===== src/rtl/piso_tx_pkg.sv =====
// Shared definitions for the parallel-in/serial-out transmitter:
// FSM state encoding, default word width and counter sizing helper.
package piso_tx_pkg;

  typedef enum logic {
    IDLE  = 1'b0,
    SHIFT = 1'b1
  } state_t;

  localparam int unsigned DEFAULT_WIDTH = 8;

  // Bit-counter width: ceil(log2(w)), never narrower than one bit.
  function automatic int unsigned cnt_bits(input int unsigned w);
    return (w > 1) ? $clog2(w) : 1;
  endfunction

endpackage


===== src/rtl/piso_tx.sv =====
// Parallel-in/serial-out transmitter with valid/ready intake, MSB-first
// registered serial output and a FRAME qualifier; back-to-back words without gaps.
module piso_tx
  import piso_tx_pkg::*;
#(
  parameter int unsigned WIDTH = DEFAULT_WIDTH
) (
  input  logic             CLK,
  input  logic             RESETN,
  input  logic [WIDTH-1:0] I,
  input  logic             VALID,
  output logic             READY,
  output logic             O,
  output logic             FRAME
);

  localparam int unsigned CW = cnt_bits(WIDTH);

  state_t         state, state_nxt;
  logic [CW-1:0]  cnt, cnt_nxt;
  logic [WIDTH-1:0] sr, sr_nxt;
  logic           o_nxt;
  logic           frame_nxt;
  logic           last_bit;
  logic           accept;

  // READY comes from registered state only: idle, or the cycle carrying the last bit.
  assign last_bit = (state == SHIFT) && (cnt == CW'(WIDTH - 1));
  assign READY    = (state == IDLE) || last_bit;
  assign accept   = VALID && READY;

  always_comb begin
    state_nxt = state;
    cnt_nxt   = cnt;
    sr_nxt    = sr;
    o_nxt     = O;
    frame_nxt = FRAME;
    if (accept) begin
      // MSB goes straight to O; the remaining bits wait in sr, left-aligned.
      state_nxt = SHIFT;
      cnt_nxt   = '0;
      sr_nxt    = {I[WIDTH-2:0], 1'b0};
      o_nxt     = I[WIDTH-1];
      frame_nxt = 1'b1;
    end else if (last_bit) begin
      state_nxt = IDLE;
      cnt_nxt   = '0;
      sr_nxt    = '0;
      o_nxt     = 1'b0;
      frame_nxt = 1'b0;
    end else if (state == SHIFT) begin
      cnt_nxt   = cnt + CW'(1);
      o_nxt     = sr[WIDTH-1];
      sr_nxt    = {sr[WIDTH-2:0], 1'b0};
    end
  end

  always_ff @(posedge CLK) begin
    if (!RESETN) begin
      state <= IDLE;
      cnt   <= '0;
      sr    <= '0;
      O     <= 1'b0;
      FRAME <= 1'b0;
    end else begin
      state <= state_nxt;
      cnt   <= cnt_nxt;
      sr    <= sr_nxt;
      O     <= o_nxt;
      FRAME <= frame_nxt;
    end
  end

endmodule


===== config.mk =====
export PLATFORM = sky130hd
export DESIGN_NAME = piso_tx
export DESIGN_NICKNAME = d
export VERILOG_FILES = /design/src/rtl/piso_tx_pkg.sv /design/src/rtl/piso_tx.sv
export SDC_FILE = /design/constraint.sdc
export NUM_CORES = 1
export LEC_CHECK = 0
export CAP_MARGIN = 10
export CORE_ASPECT_RATIO = 0.8
export CORE_MARGIN = 3
export CORE_UTILIZATION = 30
export DETAILED_ROUTE_END_ITERATION = 6
export DONT_BUFFER_PORTS = 1
export PLACE_DENSITY = 0.54
export SETUP_SLACK_MARGIN = 0.1
export SLEW_MARGIN = 20
export SYNTH_ARGS = -nofsm -noshare
export SYNTH_HDL_FRONTEND = slang
export SYNTH_SLANG_ARGS = --single-unit
export TNS_END_PERCENT = 20

===== constraint.sdc =====
create_clock -name CLK -period 1.2 [get_ports CLK]
set_input_delay 0.06 -clock CLK [delete_from_list [all_inputs] [get_ports CLK]]
set_output_delay 0.06 -clock CLK [all_outputs]
set_load 0.01 [all_outputs]

==> results.py, run 1 <==
metrics = {
    "run_status": {
        "outcome": "complete, but fails checks",
        "violations": "setup timing",
    },
    "power_and_ir_drop": {
        "p_clk_frac": 0.364,
        "seqPwrFrac": 0.476,
        "p_per_area_nw_per_um2": 1155,
        "internal_power_uw": 690.1,
        "power.leakage_uw": 0.0003525,
        "sw_frac_of_total": 0.2652,
        "finalPower_uw": 939.1,
        "switching_power_uw": 249.1,
        "vdd_drop_max_v": 0.0004811,
        "combPwrFrac": 0.161,
    },
    "grt": {
        "gr-total-overflow": 0,
        "met2_usage": 0.1982,
        "grt_pass1_vias": 544,
        "antenna_found_initial": 0,
        "grt_use_met1": 0.1507,
        "grt_pass1_wl_um": 2511,
        "met3_usage": 0.03235,
        "grt_max_degree": 15,
        "gr-max-usage-layer": "met2",
        "grt_usage": 0.1221,
    },
    "final_layout": {
        "seqCellArea_um2": 242.7,
        "postLayoutCoreUtil": 0.4145,
        "nFillCells": 200,
        "final_cell_area_um2": 813.3,
        "multiInputGateArea_um2": 345.3,
        "drive_above_1_share": 0.2195,
        "final_nets": 96,
        "syn2layout_area_growth_pct": 26.46,
        "antennaDiodeCount": 0,
    },
    "detailed_routing": {
        "drt-initial-drc-count": 20,
        "vias_per_cell": 5.330,
        "drt_first_pass_iters": 4,
        "ant_nets": 0,
        "dr_total_vias": 565,
        "drt_wl_total_um": 1524,
        "remaining_drc_errors": 0,
        "wire_per_inst_um": 14.38,
    },
    "clock_tree": {
        "cts_buffers": 3,
        "cts_tree": "yes",
        "clk_latency_ps": 290,
        "cts.sinks": 12,
        "clk_pin_slew_ps": 80,
        "htreeDepth": 1,
        "clock_path_buffers": 2,
        "clock-root-buffer": "clkbuf_4",
    },
    "yosys": {
        "ys.flop_type": "dfxtp_1",
        "syn_avg_cell_area_um2": 9.187,
        "synthTopCellsByArea": "dfxtp_1 (37%), a32oi_1 (9.5%), buf_6 (8.8%), a21o_1 (8.2%), o21ai_1 (6.2%)",
        "yosysWarningCount": 0,
        "syn_inst": 70,
        "yosysUniqueCellTypes": 18,
        "synth-seq-cells": 12,
        "synth-edff-count": 0,
        "synth_top_cell_by_area": "dfxtp_1",
        "netlist_area_um2": 643.1,
        "ys_seq_area_frac": 0.3735,
        "synth_nets": 83,
        "async_flop_share": 0,
        "yosysTopAreaCellShare": 0.3735,
    },
    "floorplan": {
        "rows": 14,
        "core-area_um2": 1962,
        "ios": 14,
        "chipWidth_um": 57.77,
        "die_area_um2": 2739,
        "die_h_um": 47.41,
        "start_util": 0.3278,
    },
    "sta": {
        "setup_viol": 10,
        "worst_slack_ps": -25.73,
        "finClkSkew_ps": 3.645,
        "slew_viol_final": 0,
        "fmax_mhz": 815.8,
        "tightestPinTransition_ps": 551.2,
        "relSlewSlack": 0.6313,
        "fin_crit_sh": 1.021,
        "hold_violations": 0,
        "rsz0062_at_grt": "yes",
        "setup_tns_ps": -89.02,
        "period_minus_slack_ps": 1226,
    },
    "hold_path": {
        "min_from": "I[6]",
        "min-delay-path-class": "input pin to flip-flop",
    },
    "worst_setup_path": {
        "crit_top_cell": "ha_4",
        "critPathLaunch": "cnt[1]",
        "crit_arrival_ps": 1440,
        "cp-end-kind": "flip-flop",
        "worstPathMaxFanout": 5,
        "critPathSlowestCell": "dfxtp_2",
        "path_buf_inv": 1,
        "worstPathCellList": "ha_4, ha_4, nor2b_4, buf_4, a32oi_1, a21oi_1",
        "crit_type": "flip-flop to flip-flop",
        "cp.required_ps": 1420,
        "reg2reg_from": "cnt[1]",
        "critPathLaunchType": "flip-flop",
        "crit_family": "flip-flops",
        "slowest_delay_ps": 340,
    },
    "job": {
        "maxCapViolations": 0,
    },
    "placed_design": {
        "dp_hpwl_um": 922.9,
        "post-place-ws_ps": -21.91,
        "finalWeightedCongestion": 0.6611,
        "io_buffers": 0,
        "placed_cell_area_um2": 670.6,
    },
}
## routing by layer
layer / part of all wire / wire length [um]
met2: 0.44 / 671
met1: 0.48 / 725
met3: 0.068 / 104
met5: 0 / 0
met4: 0.014 / 22
## tightest hold or removal path: cells and delay by family
kind | cells | cell delay, ps
AO/OA/AOI/OAI | 2 | 170
buffers and inverters | 1 | 30
## stage by stage
| step | std cells | hold WS, ps |
|---|---|---|
| 6_report | 106 | 9.549 |
| 5_1_grt | 106 | 25.43 |
| 4_1_cts | 106 | 0.7039 |
| 3_5_place_dp | 92 | 184.2 |
| 3_3_place_gp | 92 | 188.6 |
| 2_1_floorplan | 70 | 188.0 |
## flip-flops by register name, summed over array words and instances, names as in the netlist
register / cells
O: 1
cnt: 3
sr: 7
state: 1
## final cells by class
type	count	share of cell area
Multi-Input combinational cell	44	0.4246
Sequential cell	12	0.2985
Tap cell	24	0.03692
Timing Repair Buffer	14	0.1585
Inverter	8	0.03692
Clock buffer	4	0.04462
## layout by cell type, fill, tap and decap left out
cell type       n
a21o_1          7
inv_2           1
buf_4           5
nand3_1         1
dfxtp_2         2
nor2b_4         1
and2_1          1
dlygate4sd3_1   8
a32oi_1         6
a32oi_2         1
a21oi_1         7
ha_4            2
nor2_1          1
clkbuf_8        1
dfxtp_1        10
o21a_1          1
clkbuf_4        3
nor2b_1         3
inv_1           7
buf_6           1
a22oi_1         2
o21ai_1         8
mux2i_1         2
or2_4           1
## cell families (layout without fill, tap and decap cells)
family,count (synthesis),after routing,synth area share
adder cells (fa/ha/maj),2,2,0.03890
multiplexers,2,2,0.03113
flip-flops,12,12,0.3735
buffers and inverters,14,26,0.1401
AND/OR/NAND/NOR,8,8,0.08754
AO/OA/AOI/OAI,32,32,0.3288
## repair_timing
item | 4_1_cts | 5_1_grt
resized for setup | 1 | 2
pin swaps | 1 | 3
endpoints found under the setup margin | 13 | 13
hold endpoints to repair | 12 | 0
buffers inserted | 2 | 0
hold buffers | 8 | 0
## power by group through the flow
stage	Clock (uW)	Combinational [uW]	Sequential, uW
finish	341	151	447
global route	364	167	449
CTS	354	145	445
detailed placement	0	104	454
global placement	0	102	454
floorplan	0	106	450
## Yosys cell counts, types with 2 or more instances
cell,instances
ha_1,2
dfxtp_1,12
a22oi_1,2
a32oi_1,7
nor2b_1,3
a21o_1,7
buf_6,5
a21oi_1,7
o21ai_1,8
inv_1,8
mux2i_1,2
## path summary, 6_finish.rpt
kind | endpoint | slack (ps) | depth (start not counted)
max | sr[2] | -30 | 6
min reg2reg | sr[5] | 530 | 2
max reg2reg | sr[2] | -30 | 6
min | sr[7] | 10 | 3
Power figures use the tool's default switching activity.
==> run 2, diff against run 1 <==
--- a/config.mk
+++ b/config.mk
@@ -6,7 +6,6 @@
 export NUM_CORES = 1
 export LEC_CHECK = 0
 export CAP_MARGIN = 10
-export CORE_ASPECT_RATIO = 0.8
 export CORE_MARGIN = 3
 export CORE_UTILIZATION = 30
 export DETAILED_ROUTE_END_ITERATION = 6
==> run 2 against run 1 <==
The run ends with hold timing, setup timing left. Wire length is 11% lower. First-iteration DRC count is 70% lower. Via count is 7.1% lower. Clock skew is 2.4 ps lower. Highest routed layer unchanged. Critical endpoint is now sr[4].
==> results.py, run 2 (synthesis gave the netlist of run 1 again) <==
metrics = {
    "worst_setup_path": {
        "critPathLaunch": "cnt[1]",
        "reg2reg_from": "cnt[1]",
        "cp.required_ps": 1400,
        "cp-end-kind": "flip-flop",
        "crit_type": "flip-flop to flip-flop",
        "critPathLaunchType": "flip-flop",
        "worstPathMaxFanout": 4,
        "crit_arrival_ps": 1430,
    },
    "placed_design": {
        "placed_cell_area_um2": 666.9,
        "post-place-ws_ps": -34.09,
        "dpl.cell_count": 94,
        "io_buffers": 0,
        "dp_hpwl_um": 920.5,
        "finalWeightedCongestion": 0.6331,
    },
    "sta": {
        "fmax_mhz": 812.1,
        "hold_violations": 12,
        "fin_crit_sh": 1.026,
        "finClkSkew_ps": 1.235,
        "period_minus_slack_ps": 1231,
        "relSlewSlack": 0.8478,
        "rsz0062_at_grt": "yes",
        "tightestPinTransition_ps": 227.5,
        "slew_viol_final": 0,
        "worst_slack_ps": -31.40,
        "finalHoldWorstSlack_ps": -96.76,
        "setup_viol": 9,
    },
    "grt": {
        "antenna_found_initial": 0,
        "gr-total-overflow": 0,
        "grt_max_degree": 20,
        "grt_usage": 0.1169,
        "grt_pass1_vias": 561,
        "grt_pass1_wl_um": 2304,
    },
    "final_layout": {
        "layout_common_cells": "dfxtp_1 (10), o21ai_1 (8)",
        "drive_above_1_share": 0.2432,
        "final_cell_area_um2": 734.5,
        "final_common_cell": "dfxtp_1",
        "largest_reg_flops": 7,
        "syn2layout_area_growth_pct": 14.20,
        "top_register": "sr",
        "top_regs": "sr: 7 flops, cnt: 3 flops",
        "postLayoutCoreUtil": 0.3669,
        "stdcell_count": 101,
        "antennaDiodeCount": 0,
        "final_nets": 88,
        "nFillCells": 210,
    },
    "floorplan": {
        "rows": 16,
        "die_h_um": 52.30,
        "chipWidth_um": 52.30,
        "core-area_um2": 2002,
        "die_area_um2": 2735,
        "start_util": 0.3213,
        "ios": 14,
    },
    "detailed_routing": {
        "remaining_drc_errors": 0,
        "ant_nets": 0,
        "drt-initial-drc-count": 6,
        "vias_per_cell": 5.198,
        "drt_first_pass_iters": 2,
        "dr_total_vias": 525,
        "wire_per_inst_um": 13.37,
        "drt_wl_total_um": 1350,
    },
    "clock_tree": {
        "clock_path_buffers": 2,
        "clock-root-buffer": "clkbuf_4",
        "cts.sinks": 12,
        "clk_pin_slew_ps": 80,
        "clk_latency_ps": 270,
        "cts_tree": "yes",
        "cts_buffers": 3,
        "htreeDepth": 1,
    },
    "run_status": {
        "violations": "hold timing, setup timing",
        "outcome": "complete, but fails checks",
    },
    "power_and_ir_drop": {
        "power.leakage_uw": 0.0003163,
        "vdd_drop_max_v": 0.0005108,
        "p_per_area_nw_per_um2": 1202,
    },
    "hold_path": {
        "min-delay-path-class": "input pin to flip-flop",
        "min_from": "RESETN",
    },
    "job": {
        "maxCapViolations": 0,
    },
}
-- run 2: changes by cell type in the layout (fill, tap and decap cells not counted), sizes merged --
cell / change
dlygate4sd3: -8
-- run 2: per-stage QoR --
step	power [uW]	setup TNS, ps
floorplan	556.2	-74.59
global placement	554.0	-17.17
detailed placement	556.4	-126.1
CTS	896.1	-128.3
global route	942.5	-986.8
finish	882.9	-157.1
-- run 2: critical path, stage by stage, from the launching register on --
cell	delay (ps)
dfxtp_2	340
ha_4	160
ha_4	160
nor2b_4	160
buf_4	160
a32oi_1	50
a21oi_1	130
-- run 2: timing repair --
action	in CTS	in global routing
hold endpoints to repair	12	12
setup buffers	3	0
resized for setup	2	1
pin swaps	1	0
setup endpoints to repair	13	13
-- run 2: report_power, final --
group | switching, uW | internal, uW
registers | 18.1 | 425
logic | 53.9 | 64.6
clock network | 137 | 184
-- run 2: final timing paths --
check	depth (start not counted)	slack, ps	endpoint
worst max-delay path	6	-30	sr[4]
worst min register to register	2	520	sr[2]
worst min-delay path	1	-100	state
worst max register to register	6	-30	sr[4]
-- run 2: layout make-up --
| type | instances | area (um^2) | share of cell area |
|---|---|---|---|
| Tap cell | 27 | 33.78 | 0.04600 |
| Multi-Input combinational cell | 44 | 342.8 | 0.4668 |
| Timing Repair Buffer | 6 | 48.80 | 0.06644 |
| Inverter | 8 | 30.03 | 0.04089 |
| Clock buffer | 4 | 36.28 | 0.04940 |
| Sequential cell | 12 | 242.7 | 0.3305 |
-- run 2: layer usage --
layer	vias up	global-route usage	wire [um]
li1	262	-	-
met1	251	0.1271	596
met2	10	0.1901	646
met3	2	0.03134	83
met4	0	0.08936	23
met5	-	0	0
